**src/rtl/msg_scroll_sched.sv**
```systemverilog
// Scheduler that grants one of NREQ message sources to the hex scroller and sequences load/hold/scroll/release.
// Optional SCHED_FIXED_PRIO_EN: fixed lowest-index priority with preemption of a message still in HOLD.
module msg_scroll_sched #(
    parameter int NREQ       = 3,
    parameter int DIGITS     = 10,
    parameter int HOLD_TICKS = 3,
    parameter int ROTATIONS  = 1,
    parameter logic [4*DIGITS-1:0] IDLE_PAT = {DIGITS{4'hb}}
) (
    input  logic                     clk3hz,
    input  logic                     clr,
    input  logic [NREQ-1:0]          req,
    input  logic [NREQ*4*DIGITS-1:0] msg_flat,
    output logic [4*DIGITS-1:0]      number_out,
    output logic                     state_out,
    output logic [NREQ-1:0]          ack,
    output logic                     busy,
    output logic [1:0]               cur_src,
    output logic [1:0]               fsm_state
);
    localparam int MW    = 4 * DIGITS;
    localparam int SCR_T = ROTATIONS * DIGITS;
    localparam int TMAX  = (SCR_T > HOLD_TICKS) ? SCR_T : HOLD_TICKS;
    localparam int TW    = $clog2(TMAX + 1);

    typedef enum logic [1:0] {
        S_IDLE   = 2'd0,
        S_HOLD   = 2'd1,
        S_SCROLL = 2'd2
    } state_t;

    state_t          state, state_nx;
    logic [TW-1:0]   tcnt, tcnt_nx;
    logic [MW-1:0]   number_nx;
    logic            state_out_nx, busy_nx;
    logic [NREQ-1:0] ack_nx;
    logic [1:0]      cur_nx;
    logic [1:0]      win;
    logic [MW-1:0]   win_msg;
    logic            any_req, cur_req, preempt, abort, tcnt_zero;
`ifndef SCHED_FIXED_PRIO_EN
    logic [1:0]      last, last_nx;
    logic            hi_found;
`endif

    // Handshake: req[i] is a level that must stay high for the whole message; ack[i] pulses one tick on completion.
    always_comb begin
        any_req = |req;
        win     = '0;
`ifdef SCHED_FIXED_PRIO_EN
        for (int i = NREQ - 1; i >= 0; i--)
            if (req[i]) win = 2'(i);
`else
        // Round-robin: first set index above last, otherwise the lowest set index.
        hi_found = 1'b0;
        for (int i = NREQ - 1; i >= 0; i--)
            if (req[i] && (i > int'(last))) begin
                win      = 2'(i);
                hi_found = 1'b1;
            end
        if (!hi_found)
            for (int i = NREQ - 1; i >= 0; i--)
                if (req[i]) win = 2'(i);
`endif
        win_msg = msg_flat[MW-1:0];
        cur_req = 1'b0;
        preempt = 1'b0;
        for (int i = 0; i < NREQ; i++) begin
            if (win == 2'(i)) win_msg = msg_flat[i*MW +: MW];
            if (cur_src == 2'(i)) cur_req = req[i];
`ifdef SCHED_FIXED_PRIO_EN
            if (req[i] && (i < int'(cur_src))) preempt = 1'b1;
`endif
        end
        tcnt_zero = (tcnt == '0);
        abort     = (state != S_IDLE) && (!cur_req || ((state == S_HOLD) && preempt));
    end

    always_ff @(posedge clk3hz or negedge clr) begin
        if (!clr) begin
            state      <= S_IDLE;
            tcnt       <= '0;
            number_out <= IDLE_PAT;
            state_out  <= 1'b1;
            ack        <= '0;
            busy       <= 1'b0;
            cur_src    <= '0;
`ifndef SCHED_FIXED_PRIO_EN
            last       <= 2'(NREQ - 1);
`endif
        end else begin
            state      <= state_nx;
            tcnt       <= tcnt_nx;
            number_out <= number_nx;
            state_out  <= state_out_nx;
            ack        <= ack_nx;
            busy       <= busy_nx;
            cur_src    <= cur_nx;
`ifndef SCHED_FIXED_PRIO_EN
            last       <= last_nx;
`endif
        end
    end

    always_comb begin
        state_nx = state;
        case (state)
            S_IDLE:   if (any_req) state_nx = S_HOLD;
            S_HOLD:   if (abort) state_nx = S_IDLE;
                      else if (tcnt_zero) state_nx = S_SCROLL;
            S_SCROLL: if (abort || tcnt_zero) state_nx = S_IDLE;
            default:  state_nx = S_IDLE;
        endcase
    end

    always_comb begin
        number_nx    = number_out;
        state_out_nx = state_out;
        busy_nx      = busy;
        cur_nx       = cur_src;
        tcnt_nx      = tcnt;
        ack_nx       = '0;
`ifndef SCHED_FIXED_PRIO_EN
        last_nx      = last;
`endif
        case (state)
            S_IDLE: begin
                state_out_nx = 1'b1;
                if (any_req) begin
                    number_nx = win_msg;
                    cur_nx    = win;
                    busy_nx   = 1'b1;
                    tcnt_nx   = TW'(HOLD_TICKS - 1);
`ifndef SCHED_FIXED_PRIO_EN
                    last_nx   = win;
`endif
                end else begin
                    number_nx = IDLE_PAT;
                    busy_nx   = 1'b0;
                end
            end
            S_HOLD, S_SCROLL: begin
                if (abort || tcnt_zero) begin
                    if ((state == S_HOLD) && !abort) begin
                        state_out_nx = 1'b0;
                        tcnt_nx      = TW'(SCR_T - 1);
                    end else begin
                        state_out_nx = 1'b1;
                        number_nx    = IDLE_PAT;
                        busy_nx      = 1'b0;
                        if (!abort)
                            for (int i = 0; i < NREQ; i++)
                                if (cur_src == 2'(i)) ack_nx[i] = 1'b1;
                    end
                end else begin
                    tcnt_nx = tcnt - 1'b1;
                end
            end
            default: ;
        endcase
    end

    assign fsm_state = state;
endmodule

```
**config.mk**
```make
export PLATFORM = sky130hd
export DESIGN_NAME = msg_scroll_sched
export DESIGN_NICKNAME = d
export VERILOG_FILES = /design/src/rtl/msg_scroll_sched.sv
export SDC_FILE = /design/constraint.sdc
export NUM_CORES = 1
export LEC_CHECK = 0
export ABC_AREA = 1
export CAP_MARGIN = 20
export CORE_ASPECT_RATIO = 1.2
export CORE_UTILIZATION = 45
export CTS_BUF_LIST = sky130_fd_sc_hd__clkbuf_4 sky130_fd_sc_hd__clkbuf_8
export DETAILED_ROUTE_END_ITERATION = 8
export PLACE_DENSITY = 0.88
export SLEW_MARGIN = 20
export SYNTH_ARGS = -nofsm -noshare
export SYNTH_HDL_FRONTEND = slang
export SYNTH_SLANG_ARGS = --single-unit
```
**constraint.sdc**
```tcl
create_clock -name clk3hz -period 4.1 [get_ports clk3hz]
set_input_delay 0.82 -clock clk3hz [delete_from_list [all_inputs] [get_ports clk3hz]]
set_output_delay 0.82 -clock clk3hz [all_outputs]
set_load 0.05 [all_outputs]
```
# Word-level counts from Yosys, hierarchy flattened
# Index checks and enable logic that the tools add are counted.
totals:
  word_cells: 82
  register_bits: 55
classes:
  n_eq_ne: 12
  n_lt_le_gt_ge: 2
  addsub: 1
  reduce_logical: 19
  muxes: 40
ops:
  columns: ["operator", "n"]
  rows:
  - ["2-to-1 mux 40 bit", 5]
  - ["one-hot mux 40 bit (2 select lines)", 1]
  - ["2-to-1 mux 2 bit", 10]
  - ["2-to-1 mux 1 bit", 13]
  - ["2-to-1 mux 3 bit", 4]
  - ["2-to-1 mux 4 bit", 3]
  - ["AND reduction 3 bit", 3]
  - ["!= test 2 bit, second input constant", 4]
  - ["one-hot mux 4 bit (2 select lines)", 1]
  - ["equality test 2 x 1 -> 1 bit, second input constant", 3]
  - ["equality test 2 bit, second input constant", 3]
  - ["!= test 3 bit, second input constant", 2]
  - ["one-hot mux 2 bit (3 select lines)", 1]
  - ["logical AND 1 bit", 4]
  - ["logical NOT 2 bit", 2]
  - ["logical NOT 4 bit", 1]
  - ["one-hot mux 1 bit (2 select lines)", 2]
  - ["AND reduction 2 bit", 2]
  - ["nonzero test 2 bit", 2]
  - ["subtractor 4 x 1 -> 4 bit, second input constant", 1]
  - ["OR reduction 3 bit", 1]
  - ["> comparator 1 x 2 -> 1 bit, first input constant", 1]
  - ["> comparator 2 bit, first input constant", 1]
  - ["logical NOT 1 bit", 2]
  - ["2 further kinds", 2]

# Longest topological paths before layout
depth:
  ltp_word: 13
  depth_mapped: 11
  depth_no_buf: 10

# Worst setup path before layout
# No wires, ideal clock.
synth_timing:
  path_kind: "register -> register"
  startpoint: "register state[0], in the netlist fsm_state[0]"
  endpoint: "register number_out[20]"
  required_ns: 4.024
  arrival_time_ns: 1.927
  path_stages_with_launch: 11
  path_slack_ns: 2.097
  setup_ns: 0.076
  cell_sequence: "dfrtp_1 > inv_1 > ha_1 > inv_1 > nand2_1 > buf_4 > buf_4 > a21oi_1 > o21ai_0 > nand2_1 > nand2_1"
synth_between:
  elab_chain_len: 6
  elab_cells_between_ends: 14
synth_lines:
  columns: ["element", "line_no", "text"]
  rows:
  - ["from (decl)", "32", "state_t state, state_nx;"]
  - ["from (signal assigned)", "92", "state <= state_nx;"]
  - ["nonzero test 2 bit", "76", "abort = (state != S_IDLE) && (!cur_req || ((state == S_HOLD) && preempt));"]
  - ["logical AND 1 bit", "76", null]
  - ["logical NOT 1 bit", null, null]
  - ["logical AND 1 bit", "144", "if ((state == S_HOLD) && !abort) begin"]
  - ["!= test 2 bit (no line)", null, null]
  - ["AND reduction 3 bit (no line)", null, null]
  - ["to (signal assigned)", "94", "number_out <= number_nx;"]
  - ["to (decl)", "14", "output logic [4*DIGITS-1:0] number_out,"]
# Parallel ways exist; a longest one is shown, timed or not.
# A chain may end at the register's enable or synchronous reset.

# Worst setup path in the final report
layout_timing:
  startpoint: "input req[1]"
  endpoint: "register number_out[17]"
layout_between:
  elab_chain_len: 11
  elab_cells_between_ends: 24
layout_lines:
  columns: ["element", "line_no", "text"]
  rows:
  - ["from (decl)", "12", "input logic [NREQ-1:0] req,"]
  - ["logical AND 1 bit", "57", "if (req[i] && (i > int'(last))) begin"]
  - ["2-to-1 mux 2 bit", "57", null]
  - ["2-to-1 mux 2 bit (3 in a row)", "63", "if (req[i]) win = 2'(i);"]
  - ["2-to-1 mux 2 bit", "61", "if (!hi_found)"]
  - ["equality test 2 x 1 -> 1 bit", "69", "if (win == 2'(i)) win_msg = msg_flat[i*MW +: MW];"]
  - ["2-to-1 mux 40 bit (2 in a row)", "69", null]
  - ["2-to-1 mux 40 bit", "129", "if (any_req) begin"]
  - ["one-hot mux 40 bit (2 select lines)", "126", "case (state)"]
# Parallel ways exist; a longest one is shown, timed or not.

==> impl_metrics.json <==
{
  "diodes": 0,
  "via_per_inst": 5.361,
  "synth_seq_cells": 54,
  "fin_crit_ns": 2.898,
  "cts_buffers": 5,
  "insertion_delay_ns": 0.32,
  "syn_inst": 510,
  "relSlewSlack_pct": 52.30,
  "initial_core_util_pct": 46.20,
  "crit_type": "input port to flip-flop",
  "grt_pass1_wl_um": 18310,
  "antenna_found_initial": 0,
  "rsz0062_at_grt": "false",
  "timing.setup.tns_ns": 0,
  "path_clk_slew_ns": 0.11,
  "whs_ns": 0.4916,
  "setup_violations": 0,
  "cts_tree": "built",
  "critPathMaxStageDelay_ns": 0.51,
  "cts_resized": 0,
  "wl_per_cell_um": 14.97,
  "die_h_um": 99.17,
  "htreeDepth": 2,
  "wl_um": 11320,
  "critical_path_arrival_ns": 3.16,
  "cp_max_fo": 31,
  "dp_hpwl_um": 8413,
  "cp_slowest_cell": "clkdlybuf4s50_1",
  "crit_path_cell_trace": "clkdlybuf4s50_1 > nand3_2 > nand3_2 > inv_2 > buf_4 > a21oi_1 > o21ai_0 > nand2_1 > nand2_1",
  "finalHoldViolCount": 0,
  "fin_crit_sh_pct": 70.69,
  "row_count": 35,
  "irDropWorstVdd_mv": 0.6698,
  "startpoint": "req[1]",
  "globalRouteTotalUtil_pct": 27.32,
  "fillers": 656,
  "nets": 793,
  "ys_types": 24,
  "clock-sinks": 54,
  "die_width_um": 82.98,
  "vias": 4053,
  "grt_pass1_vias": 3949,
  "first_pass_iters": 5,
  "drive_above_1_share_pct": 9.187,
  "syn_nets": 640,
  "final_common_cell": "clkdlybuf4s50_1",
  "avgSynthCellArea_um2": 6.943,
  "fmax_mhz": 345.0,
  "outcome": "completed",
  "max-cap-violations": 0,
  "hp-class": "flip-flop to flip-flop",
  "hp-start": "tcnt[1]",
  "worstSetupStartpointType": "input port",
  "port_buffers": 173,
  "dieArea_mm2": 0.008229,
  "core_mm2": 0.007664,
  "p_leak_uw": 0.002496,
  "grt_overflow_total": 0,
  "first_iter_violations": 297,
  "grt_max_degree": 55,
  "clockRootBuffer": "clkbuf_8",
  "synthToLayoutAreaGrowth_pct": 50.74,
  "regToRegStartpoint": "fsm_state[0]",
  "netlist_area_mm2": 0.003541,
  "pin_count": 174,
  "p_per_area_mw_per_mm2": 872.3,
  "worst_pin_slew_ns": 0.7137,
  "fin_ws_ns": 1.202,
  "final_cell_mix": "clkdlybuf4s50_1, nand2_1, nand3_1",
  "critPathCaptureType": "flip-flop",
  "ctsLongestPathBuffers": 2,
  "drc": 0,
  "ys_seq_area_share_pct": 39.29,
  "place_congestion": 0.9752,
  "cts_setup_buffers": 0,
  "worst_clock_skew_ns": 0.01374,
  "ant_nets": 0,
  "finalMaxSlewViolations": 0,
  "cts_hold_buf": 0,
  "worstPathRequired_ns": 4.36,
  "synth_warnings": 0,
  "place_ws_ns": 0.8956
}
==> registers in the layout, summed over array words and instances, names as in the netlist <==
signal      cells
busy            1
number_out     40
tcnt            4
ack             3
state_out       1
cur_src         2
fsm_state       2
last            1
==> critical path, delay by kind of cell <==
| family | cells | cell delay (ns) |
|---|---|---|
| buf+inv | 3 | 1.30 |
| compound gates | 2 | 0.25 |
| simple gates | 4 | 0.77 |
==> stage by stage <==
stage,cells,instance area (um^2),util (%),power (uW)
global placement,748,5243,68.41,4217
finish,756,5338,69.65,4656
floorplan,510,3541,-,3451
global route,756,5338,69.65,4996
detailed placement,748,5243,68.41,4336
CTS,756,5338,69.65,4665
==> per-layer routing <==
layer  part of all wire, %  track usage, %  vias to the layer above
met5                     0               0                        -
met4                   2.7           9.814                        0
met2                    51           48.99                      191
li1                      -               -                     1940
met3                   7.9           6.722                       29
met1                    38           31.68                     1893
==> power breakdown <==
group          switching (uW)  leakage, uW  total [uW]  internal [uW]
clock                     191    0.0000472         327            137
combinational            2190      0.00183        3250           1060
sequential                149     0.000622        1080            931
==> cell usage after synthesis (all sizes together) <==
master / n / share of area [%]
dfstp: 32 / 24
nand2: 159 / 17
nand3: 72 / 10
a21oi: 29 / 4.2
xor2: 2 / 0.49
ha: 5 / 1.8
inv: 58 / 6.1
buf: 27 / 5.2
o21ai: 72 / 10
nand4: 3 / 0.53
dfrtp: 22 / 16
nor3: 1 / 0.28
nor2: 8 / 0.85
nand3b: 12 / 2.5
clkbuf: 8 / 0.88
==> final timing paths <==
path,end,slack (ns),cells after the start
worst min-delay path,tcnt[1],0.49,2
max in group asynchronous,number_out[22],3.03,2
min in group asynchronous,tcnt[3],0.62,2
worst min register to register,tcnt[1],0.49,2
worst max-delay path,number_out[17],1.20,9
worst max register to register,number_out[34],1.27,9
==> cells by family after synthesis <==
group	Yosys count	share of synthesized area (%)
and+or+nand+nor	255	31.73
adders and majority gates	5	1.767
AOI/OAI and AO/OA	101	14.49
buffers and inverters	93	12.23
xor gates and xnor gates	2	0.4948
DFF	54	39.29
==> layout make-up <==
cell class                 instances  area [um^2]  area share (%)
clock buffer                       6        82.58           1.547
inverter                          58        217.7           4.079
multi-input combinational        363         1719           32.21
tap                               92        115.1           2.157
sequential                        54         1391           26.07
timing repair buffer             181         1799           33.71
clock inverter                     2        12.51          0.2344
No activity file was read; power rests on OpenSTA's default activity.
